===== src/rtl/rp_8bit_bd_arb_if.sv =====
// Requester-side bus of the data RAM arbiter: request fields toward the arbiter,
// same-cycle acknowledge and one-cycle-latency read return back to the requester.
interface rp_8bit_bd_arb_if #(
    parameter int DAW = 13,
    parameter int IDW = 6
) ();
    // Handshake: req is the valid, ack is the same-cycle accept; while req=1 and
    // ack=0 the requester holds wen/adr/wid/wdt stable. ren marks rid/rdt valid
    // exactly one cycle after the ack of a read.
    logic           req;
    logic           wen;
    logic [DAW-1:0] adr;
    logic [IDW-1:0] wid;
    logic [7:0]     wdt;
    logic           ack;
    logic [7:0]     rdt;
    logic [IDW-1:0] rid;
    logic           ren;

    modport master (output req, wen, adr, wid, wdt, input  ack, rdt, rid, ren);
    modport slave  (input  req, wen, adr, wid, wdt, output ack, rdt, rid, ren);
endinterface


===== src/rtl/rp_8bit_bd_arb.sv =====
// Two-requester arbiter in front of the single-port data RAM: one grant per cycle,
// anti-starvation wait counters, and per-requester read return routing.
module rp_8bit_bd_arb #(
    parameter int DAW  = 13,
    parameter int IDW  = 6,
    parameter int MODE = 1,
    parameter int WMX  = 4
) (
    input  logic                clk,
    input  logic                rst,
    rp_8bit_bd_arb_if.slave     m0,
    rp_8bit_bd_arb_if.slave     m1,
    output logic                s_req_o,
    output logic                s_wen_o,
    output logic [DAW-1:0]      s_adr_o,
    output logic [7:0]          s_wdt_o,
    input  logic [7:0]          s_rdt_i,
    output logic [3:0]          dbg_cnt0_o,
    output logic [3:0]          dbg_cnt1_o,
    output logic                dbg_last_o
);

    if (WMX < 1 || WMX > 15) begin : g_wmx_chk
        $error("rp_8bit_bd_arb: WMX=%0d outside 1..15", WMX);
    end

    localparam logic [3:0] WMX_C = 4'(WMX);

    logic [3:0]     cnt0_q, cnt0_d, cnt1_q, cnt1_d;
    logic           last_q, last_d;
    logic [DAW-1:0] adr_q;
    logic [7:0]     wdt_q;
    logic           ren0_q, ren0_d, ren1_q, ren1_d;
    logic [IDW-1:0] rid0_q, rid0_d, rid1_q, rid1_d;
    logic [7:0]     rdt0_q, rdt0_d, rdt1_q, rdt1_d;
    logic           g0, g1;
    logic           wr0_hz, wr1_hz;

    // A write racing a read of the same address wins, so the read sees new data.
    assign wr0_hz = m0.wen & ~m1.wen & (m0.adr == m1.adr);
    assign wr1_hz = m1.wen & ~m0.wen & (m0.adr == m1.adr);

    always_comb begin
        g0 = 1'b0;
        g1 = 1'b0;
        if (m0.req && m1.req) begin
            if (cnt0_q == WMX_C)      g0 = 1'b1;
            else if (cnt1_q == WMX_C) g1 = 1'b1;
            else if (wr0_hz)          g0 = 1'b1;
            else if (wr1_hz)          g1 = 1'b1;
            else if (MODE == 0)       g0 = 1'b1;
            else if (last_q)          g0 = 1'b1;
            else                      g1 = 1'b1;
        end else begin
            g0 = m0.req;
            g1 = m1.req;
        end
    end

    always_comb begin
        s_req_o = g0 | g1;
        s_wen_o = (g0 & m0.wen) | (g1 & m1.wen);
        s_adr_o = adr_q;
        s_wdt_o = wdt_q;
        if (g0) begin
            s_adr_o = m0.adr;
            s_wdt_o = m0.wdt;
        end else if (g1) begin
            s_adr_o = m1.adr;
            s_wdt_o = m1.wdt;
        end
    end

    always_comb begin
        cnt0_d = cnt0_q;
        cnt1_d = cnt1_q;
        if (!m0.req || g0)         cnt0_d = 4'd0;
        else if (cnt0_q != WMX_C)  cnt0_d = cnt0_q + 4'd1;
        if (!m1.req || g1)         cnt1_d = 4'd0;
        else if (cnt1_q != WMX_C)  cnt1_d = cnt1_q + 4'd1;

        last_d = last_q;
        if (g0)      last_d = 1'b0;
        else if (g1) last_d = 1'b1;

        ren0_d = g0 & ~m0.wen;
        ren1_d = g1 & ~m1.wen;
        rid0_d = ren0_d ? m0.wid : rid0_q;
        rid1_d = ren1_d ? m1.wid : rid1_q;
        // Capture the RAM output while it is ours so rdt holds afterwards.
        rdt0_d = ren0_q ? s_rdt_i : rdt0_q;
        rdt1_d = ren1_q ? s_rdt_i : rdt1_q;
    end

    always_ff @(posedge clk or posedge rst) begin
        if (rst) begin
            cnt0_q <= 4'd0;
            cnt1_q <= 4'd0;
            last_q <= 1'b1;
            adr_q  <= '0;
            wdt_q  <= 8'd0;
            ren0_q <= 1'b0;
            ren1_q <= 1'b0;
            rid0_q <= '0;
            rid1_q <= '0;
            rdt0_q <= 8'd0;
            rdt1_q <= 8'd0;
        end else begin
            cnt0_q <= cnt0_d;
            cnt1_q <= cnt1_d;
            last_q <= last_d;
            adr_q  <= s_adr_o;
            wdt_q  <= s_wdt_o;
            ren0_q <= ren0_d;
            ren1_q <= ren1_d;
            rid0_q <= rid0_d;
            rid1_q <= rid1_d;
            rdt0_q <= rdt0_d;
            rdt1_q <= rdt1_d;
        end
    end

    assign m0.ack = g0;
    assign m1.ack = g1;
    assign m0.ren = ren0_q;
    assign m1.ren = ren1_q;
    assign m0.rid = rid0_q;
    assign m1.rid = rid1_q;
    assign m0.rdt = ren0_q ? s_rdt_i : rdt0_q;
    assign m1.rdt = ren1_q ? s_rdt_i : rdt1_q;

    assign dbg_cnt0_o = cnt0_q;
    assign dbg_cnt1_o = cnt1_q;
    assign dbg_last_o = last_q;

endmodule


===== src/flat_wrapper.sv =====
// flat-port wrapper written by rule: the top's interface ports become plain ports
module rp_8bit_bd_arb_flat 
#(
    parameter int DAW  = 13,
    parameter int IDW  = 6,
    parameter int MODE = 1,
    parameter int WMX  = 4
)
  (clk, rst, s_req_o, s_wen_o, s_adr_o, s_wdt_o, s_rdt_i, dbg_cnt0_o, dbg_cnt1_o, dbg_last_o, m0_req, m0_wen, m0_adr, m0_wid, m0_wdt, m0_ack, m0_rdt, m0_rid, m0_ren, m1_req, m1_wen, m1_adr, m1_wid, m1_wdt, m1_ack, m1_rdt, m1_rid, m1_ren);
  rp_8bit_bd_arb_if #(.DAW(DAW), .IDW(IDW)) m0_i ();
  rp_8bit_bd_arb_if #(.DAW(DAW), .IDW(IDW)) m1_i ();
  input  logic clk;
  input  logic rst;
  output logic s_req_o;
  output logic s_wen_o;
  output logic [DAW-1:0] s_adr_o;
  output logic [7:0] s_wdt_o;
  input  logic [7:0] s_rdt_i;
  output logic [3:0] dbg_cnt0_o;
  output logic [3:0] dbg_cnt1_o;
  output logic dbg_last_o;
  input wire logic [$bits(m0_i.req)-1:0] m0_req;
  input wire logic [$bits(m0_i.wen)-1:0] m0_wen;
  input wire logic [$bits(m0_i.adr)-1:0] m0_adr;
  input wire logic [$bits(m0_i.wid)-1:0] m0_wid;
  input wire logic [$bits(m0_i.wdt)-1:0] m0_wdt;
  output wire logic [$bits(m0_i.ack)-1:0] m0_ack;
  output wire logic [$bits(m0_i.rdt)-1:0] m0_rdt;
  output wire logic [$bits(m0_i.rid)-1:0] m0_rid;
  output wire logic [$bits(m0_i.ren)-1:0] m0_ren;
  input wire logic [$bits(m1_i.req)-1:0] m1_req;
  input wire logic [$bits(m1_i.wen)-1:0] m1_wen;
  input wire logic [$bits(m1_i.adr)-1:0] m1_adr;
  input wire logic [$bits(m1_i.wid)-1:0] m1_wid;
  input wire logic [$bits(m1_i.wdt)-1:0] m1_wdt;
  output wire logic [$bits(m1_i.ack)-1:0] m1_ack;
  output wire logic [$bits(m1_i.rdt)-1:0] m1_rdt;
  output wire logic [$bits(m1_i.rid)-1:0] m1_rid;
  output wire logic [$bits(m1_i.ren)-1:0] m1_ren;
  assign m0_i.req = m0_req;
  assign m0_i.wen = m0_wen;
  assign m0_i.adr = m0_adr;
  assign m0_i.wid = m0_wid;
  assign m0_i.wdt = m0_wdt;
  assign m0_ack = m0_i.ack;
  assign m0_rdt = m0_i.rdt;
  assign m0_rid = m0_i.rid;
  assign m0_ren = m0_i.ren;
  assign m1_i.req = m1_req;
  assign m1_i.wen = m1_wen;
  assign m1_i.adr = m1_adr;
  assign m1_i.wid = m1_wid;
  assign m1_i.wdt = m1_wdt;
  assign m1_ack = m1_i.ack;
  assign m1_rdt = m1_i.rdt;
  assign m1_rid = m1_i.rid;
  assign m1_ren = m1_i.ren;
  rp_8bit_bd_arb #(.DAW(DAW), .IDW(IDW), .MODE(MODE), .WMX(WMX)) u_core (.clk(clk), .rst(rst), .m0(m0_i), .m1(m1_i), .s_req_o(s_req_o), .s_wen_o(s_wen_o), .s_adr_o(s_adr_o), .s_wdt_o(s_wdt_o), .s_rdt_i(s_rdt_i), .dbg_cnt0_o(dbg_cnt0_o), .dbg_cnt1_o(dbg_cnt1_o), .dbg_last_o(dbg_last_o));
endmodule

===== config.mk =====
export PLATFORM = sky130hd
export DESIGN_NAME = rp_8bit_bd_arb_flat
export DESIGN_NICKNAME = d
export VERILOG_FILES = /design/src/rtl/rp_8bit_bd_arb_if.sv /design/src/rtl/rp_8bit_bd_arb.sv /design/src/flat_wrapper.sv
export SDC_FILE = /design/constraint.sdc
export NUM_CORES = 1
export LEC_CHECK = 0
export ABC_AREA = 0
export ABC_CLOCK_PERIOD_IN_PS = 6700
export CAP_MARGIN = 20
export CELL_PAD_IN_SITES_DETAIL_PLACEMENT = 1
export CELL_PAD_IN_SITES_GLOBAL_PLACEMENT = 1
export CORE_ASPECT_RATIO = 1.75
export CORE_MARGIN = 3
export CORE_UTILIZATION = 35
export CTS_BUF_LIST = sky130_fd_sc_hd__clkbuf_4 sky130_fd_sc_hd__clkbuf_8
export CTS_CLUSTER_DIAMETER = 30
export DETAILED_ROUTE_END_ITERATION = 12
export GPL_ROUTABILITY_DRIVEN = 0
export PLACE_DENSITY_LB_ADDON = 0.1
export SETUP_SLACK_MARGIN = 0.15
export SKIP_LAST_GASP = 1
export SLEW_MARGIN = 10
export SYNTH_ARGS = -nofsm -noshare
export SYNTH_HDL_FRONTEND = slang
export SYNTH_SLANG_ARGS = --single-unit

===== constraint.sdc =====
create_clock -name clk -period 6.7 [get_ports clk]
set_clock_uncertainty 0.15 [all_clocks]
set_input_delay 1.34 -clock clk [delete_from_list [all_inputs] [get_ports clk]]
set_output_delay 1.34 -clock clk [all_outputs]
set_load 0.02 [all_outputs]

==> results.toml <==
[outcome]
status = "finished, final reports clean"

[synthesis]
synth_nets = 307
syn_avg_cell_area_um2 = 12.2
yosysMostFrequentCell = "dfrtp_1"
synth_largest_area_cell = "dfrtp_1"
synth_commonest_cells = "59 x dfrtp_1, 28 x mux2_2, 23 x nor2_1, 21 x a221o_1, 21 x mux2i_1"
synth_edf_count = 0
syn_inst = 235
ys_dominant_reg_cell = "dfrtp_1"
yosysTopAreaCellShare_pct = 51.6
synth_warnings = 0
ys_seq_elements = 60
ys_async_sr_fraction_pct = 100
synth_top_cells_by_area = "dfrtp_1 52%, mux2_2 11%, a221o_1 7.3%, mux2i_1 7.3%, xnor2_1 4.9%"
synthesis.area_mm2 = 0.00286
yosysUniqueCellTypes = 35
yosysSeqAreaShare_pct = 52.5

[sta]
worst_slack_ns = 0.586
fin_crit_sh_pct = 91.2
fin_setup_tns_ns = 0
tightest_slew_ns = 1.03
hold_violations = 0
slew_violations = 0
finalSetupViolCount = 0
maxSlewHeadroom_pct = 31.6
rsz0062_at_grt = "false"
clock.fmax_mhz = 164
finalCriticalPeriod_ns = 6.11

[detailed_routing]
wl_per_cell_um = 18.3
antenna_left = 0
drt-pass1-iter-count = 4
wl_mm = 8.50
drcViolationCount = 0
vias = 2384
viasPerCell = 5.15
drtIter0Drc = 66

[grt]
antenna_found_initial = 0
grt_use_total_pct = 19.1
first_global_vias = 2594
overflow = 0
grt_pass1_wl_mm = 13.4
grt_start_max_net_pins = 61

[power]
pwr_density_cell_mw_per_mm2 = 262
p_switching_mw = 0.338
peakVddDrop_mv = 0.105
swShare_pct = 28.8
seqPwrFrac_pct = 37.3
leakagePower_nw = 1.90
finalPower_mw = 1.17
internal_power_mw = 0.835
p_clk_share_pct = 31.4
pwr-share-comb_pct = 31.3

[placed_design]
io_buffers = 131
hpwl_mm = 6.50
preCtsSetupSlack_ns = 0.560
dpl-instance-area_mm2 = 0.00426

[critical_path]
endpoint_kind = "primary output"
reg2reg_to = "u_core.wdt_q[3]"
crit_type = "in2out"
r2r_cells = 6
cp.required_ns = 5.21
arrival_ns = 4.62
startpoint_type = "input port"
r2r_slack_ns = 4.14
cp_max_fo = 21
reg2reg_from = "u_core.dbg_cnt1_o[0]"

[floorplanning]
initial_core_util_pct = 35.9
coreArea_mm2 = 0.00796
die_area_mm2 = 0.00934
die_y_um = 126
die-width_um = 74.3
rows = 43
pin_count = 132

[hold_path]
min_path_type = "reg2reg"
min_to = "u_core.rdt1_q[3]"
holdPathStages = 1
min_from = "u_core.rdt1_q[3]"

[clocking]
cts_tree = "done"
hold_buffers = 0
cts_setup_buffers = 0
h-tree-depth = 3
clk_path_buf_depth = 2
cts_root_buf = "clkbuf_8"
cts.sinks = 60
ctsResizeCount = 0
clkTransAtPathRegs_ns = 0.06
clk_latency_ns = 0.34
numCtsBuffers = 9

[finish]
layout-drive-gt1-share_pct = 14.7
finish.instance_area_mm2 = 0.00448
n_antenna_cell = 0
area_growth_pct = 56.8
nets = 440

[job]
drv_cap = 0
## worst max-delay path by stage
| stage | end | depth (start not counted) | start |
|---|---|---|---|
| 6_report | s_wdt_o[7] | 8 | m0_adr[6] |
| 5_1_grt | s_adr_o[10] | 8 | m0_adr[0] |
| 4_1_cts | s_wdt_o[7] | 8 | m0_adr[6] |
| 3_5_place_dp | s_wdt_o[7] | 8 | m0_adr[6] |
| 3_3_place_gp | s_adr_o[12] | 8 | m0_adr[6] |
| 2_1_floorplan | s_wdt_o[0] | 7 | m0_adr[6] |
## cell type report
cell class / count / area (um^2)
Fill cell: 856 / 3480
Timing Repair Buffer: 135 / 1340
Multi-Input combinational cell: 155 / 1280
Clock buffer: 12 / 153
Sequential cell: 60 / 1500
Clock inverter: 4 / 72.6
Inverter: 7 / 26.3
Tap cell: 90 / 113
## through the flow
stage	utilization, %	cells	hold WS [ns]
5_1_grt	56.3	463	0.359
2_1_floorplan	-	235	0.407
3_5_place_dp	53.5	447	0.337
4_1_cts	56.3	463	0.352
3_3_place_gp	53.5	447	0.330
6_report	56.3	463	0.345
## worst max-delay path, cell delays in order
cell             delay [ns]
clkdlybuf4s50_1        0.46
xnor2_1                0.22
nand4_1                0.15
o41ai_1                0.47
o21ai_1                0.20
o21ai_2                0.82
a221o_1                0.32
clkdlybuf4s50_1        0.63
## power by group through the flow
stage          combinational [mW]  sequential, mW  clock, mW
5_1_grt                     0.392           0.443      0.401
4_1_cts                     0.374           0.439      0.382
6_report                    0.367           0.438      0.369
3_5_place_dp                0.372           0.445          0
2_1_floorplan               0.168           0.459          0
3_3_place_gp                0.367           0.441          0
## state kept, by name, indices dropped and copies added, names as in the netlist, 4 cells and up
signal	flops
u_core.rdt0_q	8
u_core.adr_q	13
u_core.m0.rid	6
u_core.dbg_cnt1_o	4
u_core.m1.rid	6
u_core.rdt1_q	8
u_core.wdt_q	8
u_core.dbg_cnt0_o	4
## cells in the final DEF (no fill, tap or decap), drive strengths merged
cell	instances
a211o	1
xnor2	16
nor3	5
nand4b	1
nor2b	2
clkinv	1
dfrtp	59
buf	5
a211oi	1
clkinvlp	1
o21ai	2
dfstp	1
or2	1
xor2	1
clkdlybuf4s50	130
ha	4
o211a	1
and3	4
nand3	4
nand4	2
mux2	28
mux2i	21
o41a	1
a221o	21
nand2	7
a32o	1
a21oi	3
inv	7
clkbuf	12
bufinv	2
nand3b	1
and2	1
a21o	1
nor2	24
o41ai	1
## logic make-up (layout without fill, tap and decap cells)
group / Yosys count / after routing / share of synthesized area (%)
flip-flops: 60 / 60 / 52.5
AO/OA/AOI/OAI: 33 / 33 / 10.5
buffers and inverters: 20 / 158 / 2.80
multiplexers: 49 / 49 / 18.4
XOR/XNOR: 17 / 17 / 5.21
AND/OR/NAND/NOR: 52 / 52 / 8.88
adder cells (fa/ha/maj): 4 / 4 / 1.75
## metal layers
layer	vias to the layer above	part of all wire (%)	GRT usage, %	wire (um)
li1	1118	-	-	-
met1	1167	35	19.4	2950
met2	88	57	35.7	4880
met3	11	5.7	5.15	484
met4	0	2.1	7.02	180
met5	-	0	0	0
Note: power is estimated with default switching activity, not from simulation.
